$ cat config.mk
export PLATFORM = sky130hd
export DESIGN_NAME = mp_add_sequencer_flat
export DESIGN_NICKNAME = d
export VERILOG_FILES = /design/src/rtl/mp_add_sequencer_if.sv /design/src/rtl/mp_add_sequencer.sv /design/src/flat_wrapper.sv
export SDC_FILE = /design/constraint.sdc
export NUM_CORES = 1
export LEC_CHECK = 0
export ABC_AREA = 1
export ABC_CLOCK_PERIOD_IN_PS = 1900
export CAP_MARGIN = 25
export CORE_MARGIN = 2
export CORE_UTILIZATION = 36
export CTS_BUF_LIST = sky130_fd_sc_hd__clkbuf_8
export DETAILED_ROUTE_END_ITERATION = 10
export GPL_TIMING_DRIVEN = 0
export PLACE_DENSITY = 0.9
export SYNTH_ARGS = -nofsm -noshare
export SYNTH_HDL_FRONTEND = slang
export SYNTH_SLANG_ARGS = --single-unit
$ cat constraint.sdc
create_clock -name clk -period 1.9 [get_ports clk]
set_input_delay 0.57 -clock clk [delete_from_list [all_inputs] [get_ports clk]]
set_output_delay 0.57 -clock clk [all_outputs]
set_load 0.005 [all_outputs]
$ cat src/rtl/mp_add_sequencer_if.sv
// Operand stream, adder hookup and result stream of the multi-precision add sequencer.
// MP_ADD_OVF_EN adds the signed-overflow flag out_ovf.
interface mp_add_sequencer_if #(parameter int IDX_W = 8);
    logic             in_valid;
    logic             in_ready;
    logic [31:0]      in_a;
    logic [31:0]      in_b;
    logic             in_first;
    logic             in_last;
    logic             in_sub;
    logic [31:0]      add_a;
    logic [31:0]      add_b;
    logic             add_carry_i;
    logic [31:0]      add_sum;
    logic             add_carry_o;
    logic             out_valid;
    logic             out_ready;
    logic [31:0]      out_sum;
    logic [IDX_W-1:0] out_idx;
    logic             out_last;
    logic             out_carry;
    logic             err_restart;
`ifdef MP_ADD_OVF_EN
    logic             out_ovf;
`endif

    modport slave (
        input  in_valid, in_a, in_b, in_first, in_last, in_sub,
        input  add_sum, add_carry_o, out_ready,
        output in_ready, add_a, add_b, add_carry_i,
        output out_valid, out_sum, out_idx, out_last, out_carry,
`ifdef MP_ADD_OVF_EN
        output out_ovf,
`endif
        output err_restart
    );

    modport master (
        output in_valid, in_a, in_b, in_first, in_last, in_sub,
        output add_sum, add_carry_o, out_ready,
        input  in_ready, add_a, add_b, add_carry_i,
        input  out_valid, out_sum, out_idx, out_last, out_carry,
`ifdef MP_ADD_OVF_EN
        input  out_ovf,
`endif
        input  err_restart
    );
endinterface

$ cat src/rtl/mp_add_sequencer.sv
// Word-serial add/subtract sequencer around an external 32-bit adder.
// MP_ADD_OVF_EN enables the out_ovf signed-overflow flag on the last word.
module mp_add_sequencer #(
    parameter int IDX_W = 8
) (
    input logic                 clk,
    input logic                 rst_n,
    mp_add_sequencer_if.slave   bus
);
    typedef enum logic {IDLE, RUN} state_t;

    state_t           state;
    logic             carry_q;
    logic             op_sub_q;
    logic [IDX_W-1:0] idx_q;

    logic             accept;
    logic             eff_first;
    logic             sub;
    logic [31:0]      add_b_w;
    logic [IDX_W-1:0] base_idx;

    assign bus.in_ready = ~bus.out_valid | bus.out_ready;
    assign accept       = bus.in_valid & bus.in_ready;

    // Outside an operation every beat opens a new one.
    assign eff_first = bus.in_first | (state == IDLE);
    assign sub       = eff_first ? bus.in_sub : op_sub_q;
    assign add_b_w   = sub ? ~bus.in_b : bus.in_b;
    assign base_idx  = eff_first ? '0 : idx_q;

    assign bus.add_a       = bus.in_a;
    assign bus.add_b       = add_b_w;
    assign bus.add_carry_i = eff_first ? sub : carry_q;

`ifdef MP_ADD_OVF_EN
    logic ovf_w;
    assign ovf_w = (bus.in_a[31] == add_b_w[31]) &
                   (bus.add_sum[31] != bus.in_a[31]);
`endif

    always_ff @(posedge clk or negedge rst_n) begin
        if (!rst_n) begin
            state           <= IDLE;
            carry_q         <= 1'b0;
            op_sub_q        <= 1'b0;
            idx_q           <= '0;
            bus.out_valid   <= 1'b0;
            bus.out_sum     <= '0;
            bus.out_idx     <= '0;
            bus.out_last    <= 1'b0;
            bus.out_carry   <= 1'b0;
            bus.err_restart <= 1'b0;
`ifdef MP_ADD_OVF_EN
            bus.out_ovf     <= 1'b0;
`endif
        end else begin
            bus.err_restart <= accept & bus.in_first & (state == RUN);
            if (accept) begin
                bus.out_valid <= 1'b1;
                bus.out_sum   <= bus.add_sum;
                bus.out_idx   <= base_idx;
                bus.out_last  <= bus.in_last;
                // Subtract reports borrow, the inverse of the adder carry.
                bus.out_carry <= bus.in_last & (bus.add_carry_o ^ sub);
`ifdef MP_ADD_OVF_EN
                bus.out_ovf   <= bus.in_last & ovf_w;
`endif
                carry_q       <= bus.add_carry_o;
                op_sub_q      <= sub;
                idx_q         <= base_idx + 1'b1;
                state         <= bus.in_last ? IDLE : RUN;
            end else if (bus.out_ready) begin
                bus.out_valid <= 1'b0;
            end
        end
    end
endmodule

$ cat src/flat_wrapper.sv
// flat-port wrapper written by rule: the top's interface ports become plain ports
module mp_add_sequencer_flat 
#(
    parameter int IDX_W = 8
)
  (clk, rst_n, bus_in_valid, bus_in_a, bus_in_b, bus_in_first, bus_in_last, bus_in_sub, bus_add_sum, bus_add_carry_o, bus_out_ready, bus_in_ready, bus_add_a, bus_add_b, bus_add_carry_i, bus_out_valid, bus_out_sum, bus_out_idx, bus_out_last, bus_out_carry, bus_err_restart);
  mp_add_sequencer_if #(.IDX_W(IDX_W)) bus_i ();
  input logic clk;
  input logic rst_n;
  input wire logic [$bits(bus_i.in_valid)-1:0] bus_in_valid;
  input wire logic [$bits(bus_i.in_a)-1:0] bus_in_a;
  input wire logic [$bits(bus_i.in_b)-1:0] bus_in_b;
  input wire logic [$bits(bus_i.in_first)-1:0] bus_in_first;
  input wire logic [$bits(bus_i.in_last)-1:0] bus_in_last;
  input wire logic [$bits(bus_i.in_sub)-1:0] bus_in_sub;
  input wire logic [$bits(bus_i.add_sum)-1:0] bus_add_sum;
  input wire logic [$bits(bus_i.add_carry_o)-1:0] bus_add_carry_o;
  input wire logic [$bits(bus_i.out_ready)-1:0] bus_out_ready;
  output wire logic [$bits(bus_i.in_ready)-1:0] bus_in_ready;
  output wire logic [$bits(bus_i.add_a)-1:0] bus_add_a;
  output wire logic [$bits(bus_i.add_b)-1:0] bus_add_b;
  output wire logic [$bits(bus_i.add_carry_i)-1:0] bus_add_carry_i;
  output wire logic [$bits(bus_i.out_valid)-1:0] bus_out_valid;
  output wire logic [$bits(bus_i.out_sum)-1:0] bus_out_sum;
  output wire logic [$bits(bus_i.out_idx)-1:0] bus_out_idx;
  output wire logic [$bits(bus_i.out_last)-1:0] bus_out_last;
  output wire logic [$bits(bus_i.out_carry)-1:0] bus_out_carry;
  output wire logic [$bits(bus_i.err_restart)-1:0] bus_err_restart;
  assign bus_i.in_valid = bus_in_valid;
  assign bus_i.in_a = bus_in_a;
  assign bus_i.in_b = bus_in_b;
  assign bus_i.in_first = bus_in_first;
  assign bus_i.in_last = bus_in_last;
  assign bus_i.in_sub = bus_in_sub;
  assign bus_i.add_sum = bus_add_sum;
  assign bus_i.add_carry_o = bus_add_carry_o;
  assign bus_i.out_ready = bus_out_ready;
  assign bus_in_ready = bus_i.in_ready;
  assign bus_add_a = bus_i.add_a;
  assign bus_add_b = bus_i.add_b;
  assign bus_add_carry_i = bus_i.add_carry_i;
  assign bus_out_valid = bus_i.out_valid;
  assign bus_out_sum = bus_i.out_sum;
  assign bus_out_idx = bus_i.out_idx;
  assign bus_out_last = bus_i.out_last;
  assign bus_out_carry = bus_i.out_carry;
  assign bus_err_restart = bus_i.err_restart;
  mp_add_sequencer #(.IDX_W(IDX_W)) u_core (.clk(clk), .rst_n(rst_n), .bus(bus_i));
endmodule
==> results of run 1 <==
worst max-delay path by stage:
stage | start | endpoint | slack, ns | cells after the start
finish | u_core.state$_DFFE_PN0P_ | bus_add_b[2] | -0.37 | 9
CTS | u_core.state$_DFFE_PN0P_ | bus_add_b[8] | -0.38 | 9
floorplan | bus_in_first | bus_add_b[10] | 0.04 | 6
global route | u_core.state$_DFFE_PN0P_ | bus_add_b[10] | -0.47 | 9
detailed placement | bus_in_first | bus_add_b[23] | -1.22 | 8
global placement | rst_n | u_core.bus.out_sum[23]$_DFFE_PN0P_ | -1.40 | 1
worst reg2reg max path: cells and delay by family, from the launching register on:
family	cells	cell delay, ns
fa+ha+maj	1	0.19
flops	1	0.40
simple gates	7	0.65
buf+inv	3	0.29
kinds of logic (layout without fill, tap and decap cells):
| logic type | after synthesis | after routing |
|---|---|---|
| simple gates | 171 | 171 |
| buf+inv | 61 | 276 |
| flops | 55 | 55 |
| xor+xnor | 33 | 33 |
| compound gates | 14 | 14 |
| fa+ha+maj | 1 | 1 |
| other cells | 0 | 1 |
metal layers:
layer | wire length (um) | part of all wire, %
met2 | 4670 | 52
met3 | 1060 | 12
met4 | 136 | 1.5
met5 | 0 | 0
met1 | 3080 | 34
synth_stat cells (all sizes together):
cell type  count  area share (%)
nand3b         1            0.24
nand4          4            0.81
ha             1            0.41
xor2          33              16
a21oi          4            0.65
dfrtp         55              45
inv           15             1.8
clkbuf         3            0.37
o21bai         1            0.24
nor3           2            0.32
nand3         10             1.6
o21ai          8             1.3
nand2        147              19
buf           43              11
o31ai          1            0.24
nor2           7             1.1
cell type report:
cell class	instances	share of cell area, %
inverters	15	1.07
diodes	1	0.0474
clock inverters	3	0.427
clock buffers	5	1.30
multi-input cells	219	25.4
flip-flops and latches	55	26.1
repair buffers	208	36.9
well taps	105	2.49
plain buffers	45	6.26
flip-flops by register name, summed over array words and instances (netlist names):
| signal | cells |
|---|---|
| u_core.bus.out_last | 1 |
| u_core.state | 1 |
| u_core.bus.out_sum | 32 |
| u_core.bus.out_carry | 1 |
| u_core.carry_q | 1 |
| u_core.bus.out_valid | 1 |
| u_core.op_sub_q | 1 |
| u_core.idx_q | 8 |
| u_core.bus.err_restart | 1 |
| u_core.bus.out_idx | 8 |
per-stage QoR:
stage          setup TNS [ns]  cell area (um^2)
6_report                -8.22              5280
5_1_grt                -11.14              5280
4_1_cts                 -8.79              5310
3_5_place_dp           -51.70              5040
3_3_place_gp          -128.11              5020
2_1_floorplan               0              3080
power by group:
group | internal (W) | switching, W | total (W)
sequential | 0.00130 | 0.0000787 | 0.00138
clock | 0.000268 | 0.000418 | 0.000686
combinational | 0.000792 | 0.000514 | 0.00131
total | 0.00236 | 0.00101 | 0.00337
repair_timing:
| item | in CTS | in global routing |
|---|---|---|
| cloned | 3 | 0 |
| setup buffers | 20 | 7 |
| setup endpoints to repair | 36 | 57 |
| endpoints found under the hold margin | 0 | 0 |
| pin swaps | 10 | 17 |
| resized for setup | 156 | 13 |
==> results by group, run 1 <==
Outcome
  – Status: finished with violations
  – Violated checks: negative setup slack

Timing
  – Final setup viols: 32
  – Worst Skew: 0.00969 ns
  – Worst Slack Setup Final: -0.366 ns
  – Slew HR: 68.3%
  – Final slew viol count: 0
  – RSZ-0062 raised after global routing: true
  – Worst Tran Pin Value: 0.475 ns
  – Fmax: 441 MHz
  – Final Hold Fails: 0
  – Period utilization: 119%
  – Min Hold Slack: 0.159 ns
  – Fin crit period: 2.27 ns

Critical path
  – Crit. End Element: output pin
  – WP buf/inv: 5
  – R2r worst-path depth: 11
  – CP max stage cell: dfrtp_2
  – Largest delay share family, worst path: buffers and inverters
  – Worst R2R Setup Slack: 0.25 ns
  – R2R Path End: u_core.idx_q[6]$_DFFE_PN0P_
  – Critical Path Max Stage Delay: 0.44 ns
  – Reg-to-Reg Start: u_core.state$_DFFE_PN0P_
  – Crit path cell chain: inv_2, nor2_4, nand2_4, nand2_8, buf_12, buf_12, buf_4, xor2_2, buf_2
  – CP Data Required Time: 1.33 ns
  – Crit path max fanout: 6
  – Worst Path Arrival: 1.70 ns
  – Critical Path Start Type: register
  – WS Path Type: reg2out
  – Most frequent CP cell: buf_12

Finish
  – Most frequent cells in the layout: 143 x clkdlybuf4s50_1, 140 x nand2_1, 54 x dfrtp_1
  – Core Util, Final: 63.9%
  – Final nets: 654
  – Fillers: 680
  – Most common cell after layout, fill and taps aside: clkdlybuf4s50_1
  – Syn-to-layout area delta: 71.4%
  – Non-Filler Instances: 656
  – FF+latch area: 1380 um^2
  – Share of layout cells above drive strength 1: 28.5%
  – Multi-input gate area: 1340 um^2

Global route
  – Total GRT Usage: 19.3%
  – First-pass GRT wire length: 13900 um
  – Number of global-route vias before repair: 3003
  – GR peak layer: met2
  – M3 GR Usage: 6.28%
  – Pin count of the biggest net entering global routing: 40
  – Met1 usage: 20.5%
  – Total grt overflow: 0
  – Met2 Track Usage GR: 35.8%
  – Initial antenna violation count: 0

Die
  – Core footprint: 8260 um^2
  – Die X: 96.5 um
  – Initial Util: 37.3%
  – # IOs: 214
  – Die Ht: 96.5 um
  – Rows: 33
  – Die Area: 9310 um^2

Power
  – Total chip power: 0.00337 W
  – Leak: 2.57 nW
  – Peak VDD IR: 0.438 mV
  – Power per standard cell area: 638 nW/um^2

Yosys
  – Ys Warns: 0
  – Avg Cell Area, Syn: 9.20 um^2
  – Mux contribution to synthesized area: 0%
  – Post-synthesis compound-gate area fraction: 2.44%
  – Post-Synth Simple-Gate Area: 22.9%
  – FF+latch count, synth: 55
  – Syn nets: 440
  – Post-synthesis cell area: 3080 um^2
  – Register area share after synthesis: 44.7%
  – Adder-cell area share of the yosys netlist: 0.406%
  – Distinct cell type count after synthesis: 25
  – Main combinational cell family by area after synthesis: simple AND/OR/NAND/NOR gates
  – Area share of xor/xnor cells in the synthesized design: 16.5%
  – Cells after Synth: 335

Routing
  – Pre-antenna DRT Iters: 4
  – DR DRC count: 0
  – Detailed-route vias per instance: 4.45
  – Final WL: 8950 um
  – ANT nets after route: 0
  – Drt wl/cell: 13.6 um
  – Vias: 2917
  – Initial DRC Count: 146

Clock network
  – Clock Tree Buf Depth: 2
  – CTS tree: yes
  – CTS Sinks: 55
  – Clock Latency Late Sink: 0.32 ns
  – Cts bufs inserted: 5
  – CTS Hold Bufs: 0
  – Clock Pin Slew Worst Setup and Hold Paths: 0.11 ns
  – H-tree levels: 2
  – Root Buffer Master: clkbuf_8

Min path
  – HP Class: in2async

Job
  – Max-cap violation count: 0

Placement
  – Hpwl dp: 6840 um
  – Dpl ws: -1.22 ns
  – Placed insts: 622
  – Global placer's final weighted congestion: 0.818
  – PortBufs: 181
(Power assumes the default switching activity.)
==> inputs of run 2 (changes only) <==
--- a/config.mk
+++ b/config.mk
@@ -8,11 +8,12 @@
 export ABC_AREA = 1
 export ABC_CLOCK_PERIOD_IN_PS = 1900
 export CAP_MARGIN = 25
+export CORE_ASPECT_RATIO = 1.25
 export CORE_MARGIN = 2
 export CORE_UTILIZATION = 36
 export CTS_BUF_LIST = sky130_fd_sc_hd__clkbuf_8
 export DETAILED_ROUTE_END_ITERATION = 10
-export GPL_TIMING_DRIVEN = 0
+export GPL_TIMING_DRIVEN = 1
 export PLACE_DENSITY = 0.9
 export SYNTH_ARGS = -nofsm -noshare
 export SYNTH_HDL_FRONTEND = slang
==> run 2 against run 1 <==
- the flow still finishes with violations (negative setup slack)
- total power about the same
- fmax increased by 3.3%
- core utilization decreased by 6.2 points
- global-route usage decreased by 1.6 points
- sequential share of layout area increased by 2.7 points
- register-to-register slack got worse by 0.22 ns
- die area about the same
- worst hold slack improved by 0.084 ns
- count of clock-buffer cells in the layout increased by 1
- highest routed layer unchanged
- via count decreased by 7.2%
- final cell count decreased by 10%
- flip-flop and latch count unchanged
==> results by group, run 2 (same netlist as run 1, synthesis figures left out) <==
Outcome
  – Status: finished with violations
  – Violated checks: negative setup slack

Clock network
  – Cts bufs inserted: 5
  – Clock Latency Late Sink: 0.31 ns
  – H-tree levels: 2
  – CTS Sinks: 55
  – Clock Pin Slew Worst Setup and Hold Paths: 0.10 ns
  – CTS Hold Bufs: 0
  – CTS tree: yes
  – Root Buffer Master: clkbuf_8
  – Clock Tree Buf Depth: 2

Min path
  – HP Class: in2async

Die
  – Die Area: 9320 um^2
  – Rows: 37
  – # IOs: 214
  – Die Ht: 107 um
  – Die X: 86.7 um
  – Initial Util: 37.2%
  – Core footprint: 8290 um^2

Finish
  – Syn-to-layout area delta: 55.4%
  – Largest registers: u_core.bus.out_sum x32, u_core.bus.out_idx x8, u_core.idx_q x8
  – Most frequent cells in the layout: 141 x nand2_1, 112 x clkdlybuf4s50_1, 55 x dfrtp_1
  – Cell area after layout: 4790 um^2
  – Most common cell after layout, fill and taps aside: nand2_1
  – Reg with most FFs: u_core.bus.out_sum
  – Max FFs per register: 32
  – Fillers: 730
  – Share of layout cells above drive strength 1: 27.2%
  – # diodes: 0
  – Final nets: 597

Placement
  – PortBufs: 149
  – Global placer's final weighted congestion: 0.838
  – Dpl cell area: 4640 um^2
  – Hpwl dp: 6160 um

Critical path
  – Worst Path Arrival: 1.62 ns
  – Critical Path Start Type: register
  – Crit path max fanout: 6
  – Crit. End Element: output pin
  – WS Path Type: reg2out
  – CP Data Required Time: 1.33 ns

Timing
  – Final setup viols: 33
  – Slew HR: 80.8%
  – Period utilization: 115%
  – Worst Tran Pin Value: 0.289 ns
  – Fmax: 456 MHz
  – Min Hold Slack: 0.243 ns
  – Fin crit period: 2.19 ns
  – Final slew viol count: 0
  – Worst Skew: 0.00635 ns
  – Final Hold Fails: 0
  – Worst Slack Setup Final: -0.293 ns
  – RSZ-0062 raised after global routing: true

Routing
  – Initial DRC Count: 131
  – Vias: 2706
  – Final WL: 8420 um
  – Detailed-route vias per instance: 4.59
  – DR DRC count: 0
  – Drt wl/cell: 14.3 um
  – Pre-antenna DRT Iters: 5
  – ANT nets after route: 0

Global route
  – Number of global-route vias before repair: 2761
  – Total GRT Usage: 17.7%
  – First-pass GRT wire length: 13000 um
  – Pin count of the biggest net entering global routing: 56
  – Total grt overflow: 0
  – Initial antenna violation count: 0

Power
  – Power per standard cell area: 703 nW/um^2
  – Peak VDD IR: 0.735 mV
  – Leak: 2.34 nW

Job
  – Max-cap violation count: 0
-- run 2: changes by cell type in the layout (fill, tap and decap cells not counted), sizes merged --
cell	change
clkdlybuf4s15	-1
bufinv	+1
clkbuf	-3
dlymetal6s2s	-1
buf	-20
clkdlybuf4s50	-31
inv	-2
diode	-1
-- run 2: worst paths after layout --
path / startpoint / depth (start not counted) / to / slack [ns]
hold reg to reg: u_core.bus.out_sum[6]$_DFFE_PN0P_ / 2 / u_core.bus.out_sum[6]$_DFFE_PN0P_ / 0.48
setup reg to reg: u_core.state$_DFFE_PN0P_ / 13 / u_core.idx_q[6]$_DFFE_PN0P_ / 0.03
setup / recovery: u_core.state$_DFFE_PN0P_ / 8 / bus_add_b[1] / -0.29
max in group asynchronous: rst_n / 2 / u_core.idx_q[1]$_DFFE_PN0P_ / 1.42
hold / removal: rst_n / 2 / u_core.bus.out_sum[9]$_DFFE_PN0P_ / 0.24
min in group clk: u_core.bus.out_sum[6]$_DFFE_PN0P_ / 2 / u_core.bus.out_sum[6]$_DFFE_PN0P_ / 0.48
-- run 2: what timing repair did --
item / 4_1_cts / 5_1_grt
pin swaps: 10 / 12
cloned: 2 / 0
buffers inserted: 16 / 6
gates resized for setup: 156 / 12
endpoints found under the setup margin: 36 / 37
-- run 2: power breakdown --
part	switching (W)	internal (W)
combinational	0.000482	0.000697
clock	0.000380	0.000427
sequential	0.0000843	0.00130
total	0.000946	0.00242
-- run 2: area by class of cell --
type | instances | area [um^2] | share of cell area, %
clock buffers | 6 | 82.6 | 1.72
clock inverters | 2 | 35.0 | 0.732
inverters | 15 | 56.3 | 1.18
multi-input cells | 219 | 1340 | 27.9
flip-flops and latches | 55 | 1380 | 28.7
well taps | 97 | 121 | 2.53
repair buffers | 196 | 1780 | 37.2
-- run 2: critical path, cell delays in order (launching register included) --
cell and delay [ns]:
dfrtp_1 0.43, inv_2 0.08, nor2_4 0.12, nand2_4 0.09, nand2_8 0.08, buf_6 0.11
buf_8 0.12, xor2_1 0.15, buf_2 0.14
-- run 2: through the flow --
step	setup WS (ns)	setup TNS, ns	power, W	cells	utilization, %
global route	-0.370	-10.52	0.00356	590	57.8
finish	-0.293	-8.25	0.00337	590	57.8
detailed placement	-0.991	-36.18	0.00260	565	56.0
CTS	-0.356	-9.33	0.00343	590	58.2
global placement	-0.937	-33.87	0.00256	565	56.0
floorplan	0.0360	0	0.00186	335	-
-- run 2: routing by layer --
| layer | GRT usage (%) | share of wire (%) | wire (um) |
|---|---|---|---|
| met5 | 0 | 0 | 0 |
| met2 | 34.2 | 54 | 4510 |
| met3 | 4.83 | 8.3 | 698 |
| met4 | 4.13 | 1.5 | 127 |
| met1 | 18.4 | 37 | 3080 |
